--- src/rtl/ex_stage.sv ---
`default_nettype none
// ============================================================================
// Module   : ex_stage
// Purpose  : MIPS execute stage. Resolves operand forwarding from EX/MEM and
//            MEM/WB, runs the ALU, flags load-use hazards and holds the
//            EX/MEM pipeline register feeding the memory stage.
// Revision : 1.0 - initial release
// ============================================================================
module ex_stage #(
    parameter int WIDTH = 32,
    parameter int REGW  = 5
) (
    input  logic             clk,
    input  logic             rst,
    input  logic             stall,
    input  logic             flush,
    input  logic             id_valid,
    input  logic [2:0]       ALUop,
    input  logic [WIDTH-1:0] rs_data,
    input  logic [WIDTH-1:0] rt_data,
    input  logic [15:0]      imm,
    input  logic             alu_src,
    input  logic [REGW-1:0]  rs,
    input  logic [REGW-1:0]  rt,
    input  logic [REGW-1:0]  rd,
    input  logic             reg_dst,
    input  logic             reg_write,
    input  logic             mem_read,
    input  logic             mem_write,
    input  logic             mem_to_reg,
    input  logic             wb_reg_write,
    input  logic [REGW-1:0]  wb_rd,
    input  logic [WIDTH-1:0] wb_data,
    output logic             exm_valid,
    output logic [WIDTH-1:0] exm_result,
    output logic [WIDTH-1:0] exm_store_data,
    output logic             exm_zero,
    output logic [REGW-1:0]  exm_dest,
    output logic             exm_reg_write,
    output logic             exm_mem_read,
    output logic             exm_mem_write,
    output logic             exm_mem_to_reg,
    output logic             load_use
);

    localparam logic [2:0] c_OP_AND = 3'b000;
    localparam logic [2:0] c_OP_OR  = 3'b001;
    localparam logic [2:0] c_OP_ADD = 3'b010;
    localparam logic [2:0] c_OP_SUB = 3'b110;
    localparam logic [2:0] c_OP_SLT = 3'b111;

    logic             exm_valid_q,      exm_valid_d;
    logic [WIDTH-1:0] exm_result_q,     exm_result_d;
    logic [WIDTH-1:0] exm_store_data_q, exm_store_data_d;
    logic             exm_zero_q,       exm_zero_d;
    logic [REGW-1:0]  exm_dest_q,       exm_dest_d;
    logic             exm_reg_write_q,  exm_reg_write_d;
    logic             exm_mem_read_q,   exm_mem_read_d;
    logic             exm_mem_write_q,  exm_mem_write_d;
    logic             exm_mem_to_reg_q, exm_mem_to_reg_d;

    logic             w_exm_fwd_ok;
    logic             w_wb_fwd_ok;
    logic [WIDTH-1:0] w_fwd_rs;
    logic [WIDTH-1:0] w_fwd_rt;
    logic [WIDTH-1:0] w_imm_ext;
    logic [WIDTH-1:0] w_op_b;
    logic [WIDTH-1:0] w_alu_result;

    // A load in EX/MEM has no value yet, so only non-load writers forward from there.
    assign w_exm_fwd_ok = exm_valid_q & exm_reg_write_q & ~exm_mem_to_reg_q & (exm_dest_q != '0);
    assign w_wb_fwd_ok  = wb_reg_write & (wb_rd != '0);
    assign w_imm_ext    = {{(WIDTH-16){imm[15]}}, imm};

    // Forwarding muxes: the younger EX/MEM result beats MEM/WB.
    always_comb begin
        w_fwd_rs = rs_data;
        w_fwd_rt = rt_data;
        if (w_exm_fwd_ok && (exm_dest_q == rs)) begin
            w_fwd_rs = exm_result_q;
        end else if (w_wb_fwd_ok && (wb_rd == rs)) begin
            w_fwd_rs = wb_data;
        end
        if (w_exm_fwd_ok && (exm_dest_q == rt)) begin
            w_fwd_rt = exm_result_q;
        end else if (w_wb_fwd_ok && (wb_rd == rt)) begin
            w_fwd_rt = wb_data;
        end
    end

    assign w_op_b = alu_src ? w_imm_ext : w_fwd_rt;

    // ALU; unused codes produce zero and overflow is silently dropped.
    always_comb begin
        w_alu_result = '0;
        case (ALUop)
            c_OP_ADD: w_alu_result = w_fwd_rs + w_op_b;
            c_OP_SUB: w_alu_result = w_fwd_rs - w_op_b;
            c_OP_AND: w_alu_result = w_fwd_rs & w_op_b;
            c_OP_OR:  w_alu_result = w_fwd_rs | w_op_b;
            c_OP_SLT: w_alu_result = {{(WIDTH-1){1'b0}}, ($signed(w_fwd_rs) < $signed(w_op_b))};
            default:  w_alu_result = '0;
        endcase
    end

    // The consumer needs the loaded value in EX; stores need rt even with an immediate operand.
    assign load_use = exm_valid_q & exm_mem_read_q & (exm_dest_q != '0) & id_valid &
                      ((exm_dest_q == rs) |
                       (~alu_src & (exm_dest_q == rt)) |
                       (mem_write & (exm_dest_q == rt)));

    // EX/MEM next state: flush beats stall, stall beats load.
    always_comb begin
        exm_valid_d      = exm_valid_q;
        exm_result_d     = exm_result_q;
        exm_store_data_d = exm_store_data_q;
        exm_zero_d       = exm_zero_q;
        exm_dest_d       = exm_dest_q;
        exm_reg_write_d  = exm_reg_write_q;
        exm_mem_read_d   = exm_mem_read_q;
        exm_mem_write_d  = exm_mem_write_q;
        exm_mem_to_reg_d = exm_mem_to_reg_q;
        if (flush) begin
            exm_valid_d      = 1'b0;
            exm_result_d     = '0;
            exm_store_data_d = '0;
            exm_zero_d       = 1'b0;
            exm_dest_d       = '0;
            exm_reg_write_d  = 1'b0;
            exm_mem_read_d   = 1'b0;
            exm_mem_write_d  = 1'b0;
            exm_mem_to_reg_d = 1'b0;
        end else if (!stall) begin
            exm_valid_d      = id_valid;
            exm_result_d     = w_alu_result;
            exm_store_data_d = w_fwd_rt;
            exm_zero_d       = (w_alu_result == '0);
            exm_dest_d       = reg_dst ? rd : rt;
            exm_reg_write_d  = id_valid & reg_write;
            exm_mem_read_d   = id_valid & mem_read;
            exm_mem_write_d  = id_valid & mem_write;
            exm_mem_to_reg_d = id_valid & mem_to_reg;
        end
    end

    // EX/MEM register with asynchronous active-low clear.
    always_ff @(posedge clk or negedge rst) begin
        if (!rst) begin
            exm_valid_q      <= 1'b0;
            exm_result_q     <= '0;
            exm_store_data_q <= '0;
            exm_zero_q       <= 1'b0;
            exm_dest_q       <= '0;
            exm_reg_write_q  <= 1'b0;
            exm_mem_read_q   <= 1'b0;
            exm_mem_write_q  <= 1'b0;
            exm_mem_to_reg_q <= 1'b0;
        end else begin
            exm_valid_q      <= exm_valid_d;
            exm_result_q     <= exm_result_d;
            exm_store_data_q <= exm_store_data_d;
            exm_zero_q       <= exm_zero_d;
            exm_dest_q       <= exm_dest_d;
            exm_reg_write_q  <= exm_reg_write_d;
            exm_mem_read_q   <= exm_mem_read_d;
            exm_mem_write_q  <= exm_mem_write_d;
            exm_mem_to_reg_q <= exm_mem_to_reg_d;
        end
    end

    assign exm_valid      = exm_valid_q;
    assign exm_result     = exm_result_q;
    assign exm_store_data = exm_store_data_q;
    assign exm_zero       = exm_zero_q;
    assign exm_dest       = exm_dest_q;
    assign exm_reg_write  = exm_reg_write_q;
    assign exm_mem_read   = exm_mem_read_q;
    assign exm_mem_write  = exm_mem_write_q;
    assign exm_mem_to_reg = exm_mem_to_reg_q;

endmodule
`default_nettype wire

--- config.mk ---
export PLATFORM = sky130hd
export DESIGN_NAME = ex_stage
export DESIGN_NICKNAME = d
export VERILOG_FILES = /design/src/rtl/ex_stage.sv
export SDC_FILE = /design/constraint.sdc
export NUM_CORES = 1
export LEC_CHECK = 0
export CAP_MARGIN = 10
export CORE_MARGIN = 4
export CORE_UTILIZATION = 57
export DETAILED_ROUTE_END_ITERATION = 7
export PLACE_DENSITY_LB_ADDON = 0.12
export SETUP_SLACK_MARGIN = 0.15
export SLEW_MARGIN = 20
export SYNTH_ARGS = -nofsm -noshare
export SYNTH_HDL_FRONTEND = slang
export SYNTH_SLANG_ARGS = --single-unit
--- constraint.sdc ---
create_clock -name clk -period 9.8 [get_ports clk]
set_input_delay 1.96 -clock clk [delete_from_list [all_inputs] [get_ports clk]]
set_output_delay 1.96 -clock clk [all_outputs]
set_load 0.1 [all_outputs]
==> results.ini, run 1 <==
[status]
status=finished clean

[yosys]
synth_common_cells=nor2_1 (150), nand2_1 (135), o21ai_0 (116), mux2i_1 (112), ha_1 (110)
syn_nets=1633
synth_seq_area_share=0.182
synth_area_sq_um=10300
syn_area_per_cell_sq_um=7.51
synth.ff_latch_count=75
synthCells=1374
synth.top_cells.by_area=dfrtp_1 (18%), ha_1 (13%), mux2i_1 (11%)
ys_types=86
synth.most_common_cell=nor2_1
yosys_most_used_dff=dfrtp_1
synth-edff-count=0
synth_top_cell_by_area=dfrtp_1
async_flop_share=1.00
synth_top_area_share=0.182
ys.warnings.count=0

[cts]
cts.sinks=75
cts-root-buf=clkbuf_16
ctsLongestPathBuffers=2
numCtsBuffers=9
clk_latency_ps=340
post_cts_buffers=0
cts_tree=done
cts_resized=0
htree_levels=3
path_clk_slew_ps=60
holdBufCountCts=0

[hold_path]
hold_depth=2
holdPathEnd=exm_store_data[18]
hold_path_class=flop to flop
hp-start=exm_store_data[18]

[flow_run]
drv_cap=0

[setup_path]
crit_slowest_cell=a2111oi_0
worstPathArrival_ps=8220
slowest_delay_ps=780
path_cells=clkdlybuf4s50_1, or4_1, o21ai_0, nor4_2, buf_4, mux2i_1, o21ai_0, mux2_2, ha_1, inv_2, a2111oi_0, a211oi_1, a2111o_1, a32oi_1, nand2_1, a2111oi_0, a221oi_1, and4b_1, nand4_1, o32ai_2
reg2regPathDepth=19
critPathTopFamily=compound AO/OA/AOI/OAI gates
reg2reg_slack_ps=3340
startpoint=wb_rd[4]
r2r_start=exm_dest[1]
crit_fanout=22
path_class=input pin to flop
cp-end-kind=flop
worstSetupStartpointType=input pin
cp_num_buf_inv=3
rr_endpoint=exm_zero
required_ps=9980

[floorplanning]
dieArea_sq_um=20300
rows=48
initial_core_util=0.588
fp.dieW_microns=143
coreArea_sq_um=17500
boundaryPins=223
die_h_microns=143

[timing]
fmax_ghz=0.124
hold_viol=0
hold-worst-slack_ps=526
setup_slack_ps=1760
fin_crit_sh=0.820
fin_crit_ps=8040
slew_viol_final=0
setup_viol=0
setup_tns_ps=0
max_slew.worst_pin.slew_ps=1050
slew_headroom=0.301
finalClockSkew_ps=5.37
grt_setup_unrepaired=false

[global_routing]
grt_pass1_wl_mm=63.6
first_global_vias=11701
grtUsageTotal=0.395
grtUsageMet2=0.699
met1_usage=0.446
antenna_found_initial=0
grt_overflow=0
busiest_layer=met2
grt_max_degree=76
gr-usage-met3=0.0662

[detailed_routing]
dr.pass1.iters=6
wl_per_cell_microns=23.2
via_per_inst=6.60
first_iter_violations=1147
final_antenna_net_count=0
drc_errors=0
vias=11655
wl_mm=40.9

[placement]
placement.io_buffers=222
dp_worst_setup_slack_ps=1710
dp_cells=1752
place_congestion=1.01
dp_hpwl_mm=31.5

[finish]
fin_nets=1797
diodes=0
layout-drive-gt1-share=0.0513
area_growth_pct=25.9
fin_util=0.741
instances_no_fill=1766

[power_and_ir_drop]
cellLeakagePower_nw=5.49
power_density_nw_per_um2=119
vdd_drop_max_mv=0.105

==> routing by layer <==
metal,wire length [microns],part of all wire
met1,14400,0.35
met5,0,0
met4,2880,0.070
met2,20100,0.49
met3,3530,0.086
==> metrics by stage <==
| stage | cell area (sq um) | power, mW |
|---|---|---|
| after CTS | 13000 | 1.53 |
| after detailed placement | 12600 | 1.12 |
| after global placement | 12600 | 1.11 |
| final | 13000 | 1.54 |
| after global routing | 13000 | 1.60 |
| after floorplan | 10300 | 0.872 |
==> worst register-to-register path: cells and delay by family, from the launching register on <==
kind / cells / cell delay, ps
AOI/OAI and AO/OA: 9 / 2950
adders and majority gates: 1 / 540
buffers and inverters: 2 / 490
DFF: 1 / 480
muxes: 1 / 340
and+or+nand+nor: 6 / 1510
==> worst max path at each step <==
stage | slack, ps | cells past startpoint | endpoint
final | 1760 | 20 | exm_zero
after CTS | 1970 | 22 | exm_zero
after global placement | 1420 | 18 | exm_zero
after floorplan | 2760 | 21 | exm_zero
after detailed placement | 1710 | 22 | exm_zero
after global routing | 1600 | 20 | exm_zero
==> logic make-up (layout without fill, tap and decap cells) <==
family          count (synthesis)  in the layout  share of synthesized area
compound gates                416            416                      0.266
xor+xnor                       39             39                     0.0331
flops                          75             75                      0.182
mux                           128            128                      0.126
fa+ha+maj                     112            112                      0.137
simple gates                  412            412                      0.184
buf+inv                       192            359                     0.0713
==> cell usage in the layout (no fill, tap or decap), types with 34 or more instances in the layout <==
| cell | n |
|---|---|
| clkdlybuf4s50_1 | 218 |
| nor2_1 | 149 |
| nand2_1 | 135 |
| o21ai_0 | 116 |
| mux2i_1 | 112 |
| inv_1 | 100 |
| a21oi_1 | 105 |
| dfrtp_1 | 75 |
| ha_1 | 110 |
| a211oi_1 | 34 |
==> layout make-up <==
| class | instances | area (sq um) |
|---|---|---|
| multi-input combinational | 1107 | 7730 |
| fill | 1322 | 4550 |
| timing repair buffer | 240 | 2350 |
| sequential | 75 | 1880 |
| inverter | 105 | 394 |
| tap | 225 | 282 |
| clock buffer | 9 | 225 |
| clock inverter | 5 | 128 |
==> power by group <==
| part | switching [mW] | internal [mW] | total [mW] |
|---|---|---|---|
| Clock | 0.139 | 0.272 | 0.411 |
| Combinational | 0.517 | 0.267 | 0.784 |
| Sequential | 0.0215 | 0.328 | 0.350 |
No activity file was read; power rests on OpenSTA's default activity.
==> run 2: changes to the inputs <==
--- a/config.mk
+++ b/config.mk
@@ -7,7 +7,7 @@
 export LEC_CHECK = 0
 export CAP_MARGIN = 10
 export CORE_MARGIN = 4
-export CORE_UTILIZATION = 57
+export CORE_UTILIZATION = 53
 export DETAILED_ROUTE_END_ITERATION = 7
 export PLACE_DENSITY_LB_ADDON = 0.12
 export SETUP_SLACK_MARGIN = 0.15
==> constraint.sdc (replaced) <==
create_clock -name clk -period 7.72 [get_ports clk]
set_input_delay 1.544 -clock clk [delete_from_list [all_inputs] [get_ports clk]]
set_output_delay 1.544 -clock clk [all_outputs]
set_load 0.1 [all_outputs]
==> run 2 against run 1 <==
Register-to-register slack worse by 1800 ps. Flip-flop and latch count stayed put. Total power rose by 25%. Largest power group unchanged. Sequential power up 27%. Critical path type unchanged. Critical path depth up 1.
==> results.ini, run 2 (synthesis results as in run 1) <==
[placement]
place_congestion=0.975  ; was 1.01
placement.io_buffers=222  ; unchanged
dp_worst_setup_slack_ps=68.9  ; was 1710 ps
dp_hpwl_mm=31.7  ; was 31.5 mm
dp_cells=1805  ; was 1752

[global_routing]
grt_pass1_wl_mm=63.1  ; was 63.6 mm
antenna_found_initial=0  ; unchanged
grt_overflow=0  ; unchanged
met1_usage=0.423  ; was 0.446
grtUsageTotal=0.363  ; was 0.395
gr-usage-met3=0.0589  ; was 0.0662
first_global_vias=11259  ; was 11701
grtUsageMet2=0.633  ; was 0.699
busiest_layer=met2  ; unchanged
grt_max_degree=72  ; was 76

[status]
status=finished clean  ; unchanged

[power_and_ir_drop]
combPwrFrac=0.521  ; was 0.508
swShare=0.447  ; was 0.439
pwr-share-clk=0.249  ; was 0.266
vdd_drop_max_mv=0.122  ; was 0.105 mV
p_int_mw=1.07  ; was 867 uW
power.switching_uw=861  ; was 678 uW
power_density_nw_per_um2=146  ; was 119 nW/um^2
cellLeakagePower_nw=5.58  ; was 5.49 nW
sequentialPowerShare=0.230  ; was 0.226

[cts]
path_clk_slew_ps=60  ; about the same
cts_tree=done  ; unchanged
ctsLongestPathBuffers=2  ; unchanged
htree_levels=3  ; unchanged
post_cts_buffers=0  ; unchanged
cts.sinks=75  ; unchanged
cts-root-buf=clkbuf_16  ; unchanged
clk_latency_ps=340  ; about the same
numCtsBuffers=9  ; unchanged
holdBufCountCts=0  ; unchanged

[detailed_routing]
wl_mm=40.7  ; was 40.9 mm
drc_errors=0  ; unchanged
vias=11424  ; was 11655
final_antenna_net_count=0  ; unchanged
dr.pass1.iters=6  ; unchanged
first_iter_violations=965  ; was 1147
via_per_inst=6.27  ; was 6.60
wl_per_cell_microns=22.3  ; was 23.2 microns

[floorplanning]
dieArea_sq_um=21800  ; was 20300 sq um
initial_core_util=0.546  ; was 0.588
coreArea_sq_um=18900  ; was 17500 sq um
die_h_microns=148  ; was 143 microns
rows=50  ; was 48
fp.dieW_microns=148  ; was 143 microns
boundaryPins=223  ; unchanged

[finish]
final_common_cell=clkdlybuf4s50_1  ; unchanged
fin_nets=1815  ; was 1797
diodes=0  ; unchanged
instances_no_fill=1821  ; was 1766
layout-drive-gt1-share=0.0634  ; was 0.0513
area_growth_pct=27.7  ; was 25.9%
layout_common_cells=clkdlybuf4s50_1 (218), nor2_1 (149), nand2_1 (135)  ; unchanged

[timing]
setup_tns_ps=0  ; unchanged
slew_headroom=0.301  ; about the same
finalClockSkew_ps=9.85  ; was 5.37 ps
setup_slack_ps=553  ; was 1760 ps
max_slew.worst_pin.slew_ps=1050  ; about the same
grt_setup_unrepaired=false  ; unchanged
fin_crit_ps=7170
hold_viol=0  ; unchanged
fmax_ghz=0.140
setup_viol=0  ; unchanged
slew_viol_final=0  ; unchanged
fin_crit_sh=0.928

[setup_path]
path_class=input pin to flop  ; unchanged
reg2regPathDepth=19  ; unchanged
worstSetupStartpointType=input pin  ; unchanged
crit_slowest_cell=a2111oi_1  ; was a2111oi_0
rr_endpoint=exm_zero  ; unchanged
slowest_delay_ps=630  ; was 780 ps
required_ps=7900  ; was 9980 ps
path_cells=clkdlybuf4s50_1, or4_1, o21ai_1, nor4_4, buf_12, mux2i_1, o21ai_0, mux2_2, inv_1, fa_1, nor2b_1, o311ai_4, a211oi_1, a2111o_1, a32oi_1, nand2_1, a2111oi_1, a221oi_1, and4b_1, nand4_1, o32ai_2  ; was clkdlybuf4s50_1, or4_1, o21ai_0, nor4_2, buf_4, mux2i_1, o21ai_0, mux2_2, ha_1, inv_2, a2111oi_0, a211oi_1, a2111o_1, a32oi_1, nand2_1, a2111oi_0, a221oi_1, and4b_1, nand4_1, o32ai_2
r2r_start=exm_dest[1]  ; unchanged
startpoint=wb_rd[3]  ; was wb_rd[4]
reg2reg_slack_ps=1530  ; was 3340 ps
worstPathArrival_ps=7340  ; was 8220 ps
crit_fanout=19  ; was 22
cp-end-kind=flop  ; unchanged
endpoint=exm_zero  ; unchanged

[hold_path]
hold_path_class=flop to flop  ; unchanged

[flow_run]
drv_cap=0  ; unchanged

run 2: cell types whose count changed in the layout (fill, tap and decap cells not counted):
cell        delta
a2111oi_1      +2
clkbuf_8       +2
o21ai_0        -2
bufinv_16      -2
nor4_4         +1
buf_12         +1
a2111oi_0      -2
buf_4         +17
nor4_2         -1
inv_6          +1
clkinvlp_4     +1
o21ai_1        +2
run 2: routing by layer:
layer | wire length (microns) | up-vias
li1 | - | 5273
met1 | 15400 | 5374
met2 | 19900 | 622
met3 | 2840 | 155
met4 | 2540 | 0
met5 | 0 | -
run 2: how the worst min path moves through the flow:
stage	from	cells after the start	slack [ps]	endpoint
after floorplan	exm_result[29]	2	990	exm_result[29]
after global placement	exm_store_data[25]	2	500	exm_store_data[25]
after detailed placement	exm_store_data[25]	2	510	exm_store_data[25]
after CTS	exm_store_data[25]	2	530	exm_store_data[25]
after global routing	exm_store_data[0]	2	550	exm_store_data[0]
final	exm_store_data[31]	2	520	exm_store_data[31]
run 2: what timing repair did:
item	in CTS	in global routing
gates resized for setup	0	5
setup endpoints to repair	0	2
endpoints found under the hold margin	0	0
run 2: power groups by stage:
stage / logic, mW / registers [mW] / clock network (mW)
global route: 1.07 / 0.446 / 0.497
floorplan: 0.492 / 0.615 / 0
CTS: 0.987 / 0.442 / 0.480
global placement: 0.978 / 0.449 / 0
detailed placement: 0.980 / 0.449 / 0
finish: 1.00 / 0.443 / 0.480
run 2: stage by stage:
step	hold slack, ps	power, mW	utilization	cell area [sq um]
after floorplan	991	1.11	-	10300
after global placement	503	1.43	0.679	12800
after detailed placement	509	1.43	0.679	12800
after CTS	525	1.91	0.697	13200
after global routing	547	2.01	0.697	13200
final	524	1.93	0.697	13200
run 2: final cells by class:
| cell class | instances | area (sq um) |
|---|---|---|
| Tap cell | 260 | 325 |
| Timing Repair Buffer | 258 | 2500 |
| Inverter | 105 | 394 |
| Clock buffer | 11 | 253 |
| Clock inverter | 5 | 83.8 |
| Fill cell | 1630 | 5720 |
| Multi-Input combinational cell | 1107 | 7740 |
| Sequential cell | 75 | 1880 |
run 2: critical path, delay by kind of cell:
family / cells / cell delay (ps)
and+or+nand+nor: 6 / 1390
muxes: 2 / 370
adders and majority gates: 1 / 430
AOI/OAI and AO/OA: 9 / 2830
buffers and inverters: 3 / 770
==> run 3: changes to the inputs <==
--- a/config.mk
+++ b/config.mk
@@ -5,9 +5,10 @@
 export SDC_FILE = /design/constraint.sdc
 export NUM_CORES = 1
 export LEC_CHECK = 0
+export ABC_AREA = 1
 export CAP_MARGIN = 10
 export CORE_MARGIN = 4
-export CORE_UTILIZATION = 53
+export CORE_UTILIZATION = 54
 export DETAILED_ROUTE_END_ITERATION = 7
 export PLACE_DENSITY_LB_ADDON = 0.12
 export SETUP_SLACK_MARGIN = 0.15
==> run 3 against run 2 <==
Cell area increased by 5.0%. Final cell count increased by 31%. Register-to-register slack improved by 1100 ps. Total power increased by 5.2%. Global-route usage increased by 3.9 points. Largest cell class unchanged. Largest power group unchanged.
==> results.ini, run 3 <==
[placement]
placement.io_buffers=222  ; unchanged
place_congestion=1.09  ; was 0.975
dp_hpwl_mm=39.4  ; was 31.7 mm

[power_and_ir_drop]
swShare=0.480  ; was 0.447
p_int_mw=1.05  ; was 1.07 mW
power_density_nw_per_um2=147  ; was 146 nW/um^2
sequentialPowerShare=0.220  ; was 0.230
cellLeakagePower_nw=7.24  ; was 5.58 nW
power.switching_uw=973  ; was 861 uW
pwr-share-clk=0.238  ; was 0.249
combPwrFrac=0.543  ; was 0.521
vdd_drop_max_mv=0.141  ; was 0.122 mV

[setup_path]
crit_slowest_cell=inv_2  ; was a2111oi_1
endpoint=exm_zero  ; unchanged
cp_common_cell=nand2_1
rr_endpoint=exm_zero  ; unchanged
crit_fanout=32  ; was 19
startpoint=wb_rd[3]  ; unchanged
worstPathArrival_ps=6910  ; was 7340 ps
slowest_delay_ps=620  ; was 630 ps
reg2reg_slack_ps=2580  ; was 1530 ps
path_class=input pin to flop  ; unchanged
reg2regPathDepth=26  ; was 19
cp-end-kind=flop  ; unchanged
required_ps=8000  ; was 7900 ps
worstSetupStartpointType=input pin  ; unchanged
r2r_start=exm_dest[1]  ; unchanged

[floorplanning]
fp.dieW_microns=152  ; was 148 microns
rows=52  ; was 50
dieArea_sq_um=23200  ; was 21800 sq um
coreArea_sq_um=20400  ; was 18900 sq um
boundaryPins=223  ; unchanged
die_h_microns=152  ; was 148 microns
initial_core_util=0.551  ; was 0.546

[timing]
fin_crit_ps=6630  ; was 7170 ps
setup_tns_ps=0  ; unchanged
hold_viol=0  ; unchanged
slew_viol_final=0  ; unchanged
grt_setup_unrepaired=false  ; unchanged
fmax_ghz=0.151  ; was 0.140 GHz
max_slew.worst_pin.slew_ps=1090  ; was 1050 ps
setup_viol=0  ; unchanged
finalClockSkew_ps=6.57  ; was 9.85 ps
slew_headroom=0.268  ; was 0.301
fin_crit_sh=0.859  ; was 0.928

[detailed_routing]
dr_wl_met2_mm=21.1  ; was 19.9 mm
vias=13975  ; was 11424
drc_errors=0  ; unchanged
wl_per_cell_microns=20.4  ; was 22.3 microns
wl_mm=48.5  ; was 40.7 mm
routedLengthMet1_mm=19.2  ; was 15.4 mm
dr.pass1.iters=6  ; unchanged
via_per_inst=5.87  ; was 6.27
highest_layer=met4  ; unchanged
first_iter_violations=1803  ; was 965
wl_met3_mm=6.08  ; was 2.84 mm
final_antenna_net_count=0  ; unchanged

[global_routing]
grt_overflow=0  ; unchanged
grtUsageTotal=0.402  ; was 0.363
first_global_vias=13373  ; was 11259
grt_max_degree=76  ; was 72
antenna_found_initial=2  ; was 0
grt_pass1_wl_mm=74.5  ; was 63.1 mm

[hold_path]
hp-start=exm_store_data[6]  ; was exm_store_data[31]
hold_path_class=flop to flop  ; unchanged

[yosys]
synth_seq_area_share=0.167  ; was 0.182
async_flop_share=1.00  ; unchanged
yosys_most_used_dff=dfrtp_1  ; unchanged
syn_area_per_cell_sq_um=5.81  ; was 7.51 sq um
ys.warnings.count=0  ; unchanged
synth_top_cell_by_area=nand2_1  ; was dfrtp_1
synthCells=1933  ; was 1374
ys_types=48  ; was 86
synth_area_sq_um=11200  ; was 10300 sq um
synth.ff_latch_count=75  ; unchanged
synth-edff-count=0  ; unchanged
synth_common_cells=nand2_1 (597), inv_1 (300), nand3_1 (175), nor2_1 (173), o21ai_0 (119)  ; was nor2_1 (150), nand2_1 (135), o21ai_0 (116), mux2i_1 (112), ha_1 (110)
synth_top_area_share=0.200  ; was 0.182
synth.most_common_cell=nand2_1  ; was nor2_1
synth.top_cells.by_area=nand2_1 (20%), dfrtp_1 (17%), ha_1 (12%)  ; was dfrtp_1 (18%), ha_1 (13%), mux2i_1 (11%)
syn_nets=2192  ; was 1633

[cts]
numCtsBuffers=9  ; unchanged
cts_tree=done  ; unchanged
clk_latency_ps=340  ; about the same
cts-root-buf=clkbuf_16  ; unchanged
post_cts_buffers=0  ; unchanged
holdBufCountCts=0  ; unchanged
ctsLongestPathBuffers=2  ; unchanged
htree_levels=3  ; unchanged
cts.sinks=75  ; unchanged
cts_resized=0  ; unchanged
path_clk_slew_ps=60  ; about the same

[flow_run]
drv_cap=0  ; unchanged

[finish]
final_common_cell=nand2_1  ; was clkdlybuf4s50_1
fin_nets=2361  ; was 1815
area_growth_pct=23.3  ; was 27.7%
fin_util=0.680  ; was 0.697
layout-drive-gt1-share=0.0484  ; was 0.0634
layout_common_cells=nand2_1 (597), inv_1 (299), clkdlybuf4s50_1 (221)  ; was clkdlybuf4s50_1 (218), nor2_1 (149), nand2_1 (135)

[status]
status=finished clean  ; unchanged

[run 3: cell count changes in the layout (fill, tap and decap cells not counted), sizes merged, moves of 47 or more]
| cell | before | now |
|---|---|---|
| nor2 | 151 | 198 |
| mux2i | 112 | 5 |
| inv | 103 | 311 |
| nand2 | 135 | 610 |
| nand3 | 13 | 181 |
| a21oi | 105 | 53 |
[run 3: cell families (layout without fill, tap and decap cells)]
family                     count (synthesis)  in the layout  synth area share
DFF                                       75             75             0.167
muxes                                      5              5           0.00446
adders and majority gates                112            112             0.126
other                                      0              2                 0
AOI/OAI and AO/OA                        296            296             0.154
xor gates and xnor gates                  16             16            0.0125
and+or+nand+nor                         1041           1041             0.394
buffers and inverters                    388            562             0.142
[run 3: critical path: cells and delay by family]
kind                       cells  cell delay [ps]
AOI/OAI and AO/OA              2              280
buffers and inverters          5             1450
adders and majority gates      2              670
and+or+nand+nor               21             2750
xor gates and xnor gates       1              210
[run 3: per-stage QoR]
stage / hold WS [ps] / setup slack (ps) / area, sq um / cells / total power, mW
2_1_floorplan: 984 / 2510 / 11200 / 1933 / 1.17
3_3_place_gp: 473 / 990 / 13500 / 2360 / 1.50
3_5_place_dp: 484 / 897 / 13500 / 2360 / 1.52
4_1_cts: 499 / 1250 / 13800 / 2376 / 2.00
5_1_grt: 526 / 782 / 13800 / 2379 / 2.13
6_report: 498 / 1090 / 13800 / 2379 / 2.03
[run 3: power by group through the flow]
| stage | combinational (mW) | sequential [mW] | clock (mW) |
|---|---|---|---|
| after floorplan | 0.562 | 0.612 | 0 |
| after global placement | 1.05 | 0.449 | 0 |
| after detailed placement | 1.07 | 0.449 | 0 |
| after CTS | 1.07 | 0.443 | 0.484 |
| after global routing | 1.19 | 0.447 | 0.498 |
| final | 1.10 | 0.446 | 0.482 |
[run 3: how the worst min path moves through the flow]
stage                                    end  slack, ps  cells past startpoint
final                      exm_store_data[6]        500                      2
after global routing      exm_store_data[27]        530                      1
after CTS                  exm_store_data[6]        500                      2
after detailed placement   exm_store_data[1]        480                      2
after global placement    exm_store_data[11]        470                      2
after floorplan                     exm_zero        980                      2
[run 3: per-layer routing]
layer  vias to the layer above  global-route usage
li1                       6494                   -
met1                      6385               0.541
met2                       948               0.642
met3                       148              0.0912
met4                         0               0.131
met5                         -                   0
[run 3: cell type report]
| class | instances | area [sq um] |
|---|---|---|
| Antenna cell | 2 | 5.00 |
| Clock buffer | 13 | 270 |
| Clock inverter | 3 | 68.8 |
| Fill cell | 1841 | 6530 |
| Inverter | 313 | 1170 |
| Multi-Input combinational cell | 1470 | 7780 |
| Sequential cell | 75 | 1880 |
| Tap cell | 270 | 338 |
| Timing Repair Buffer | 233 | 2320 |
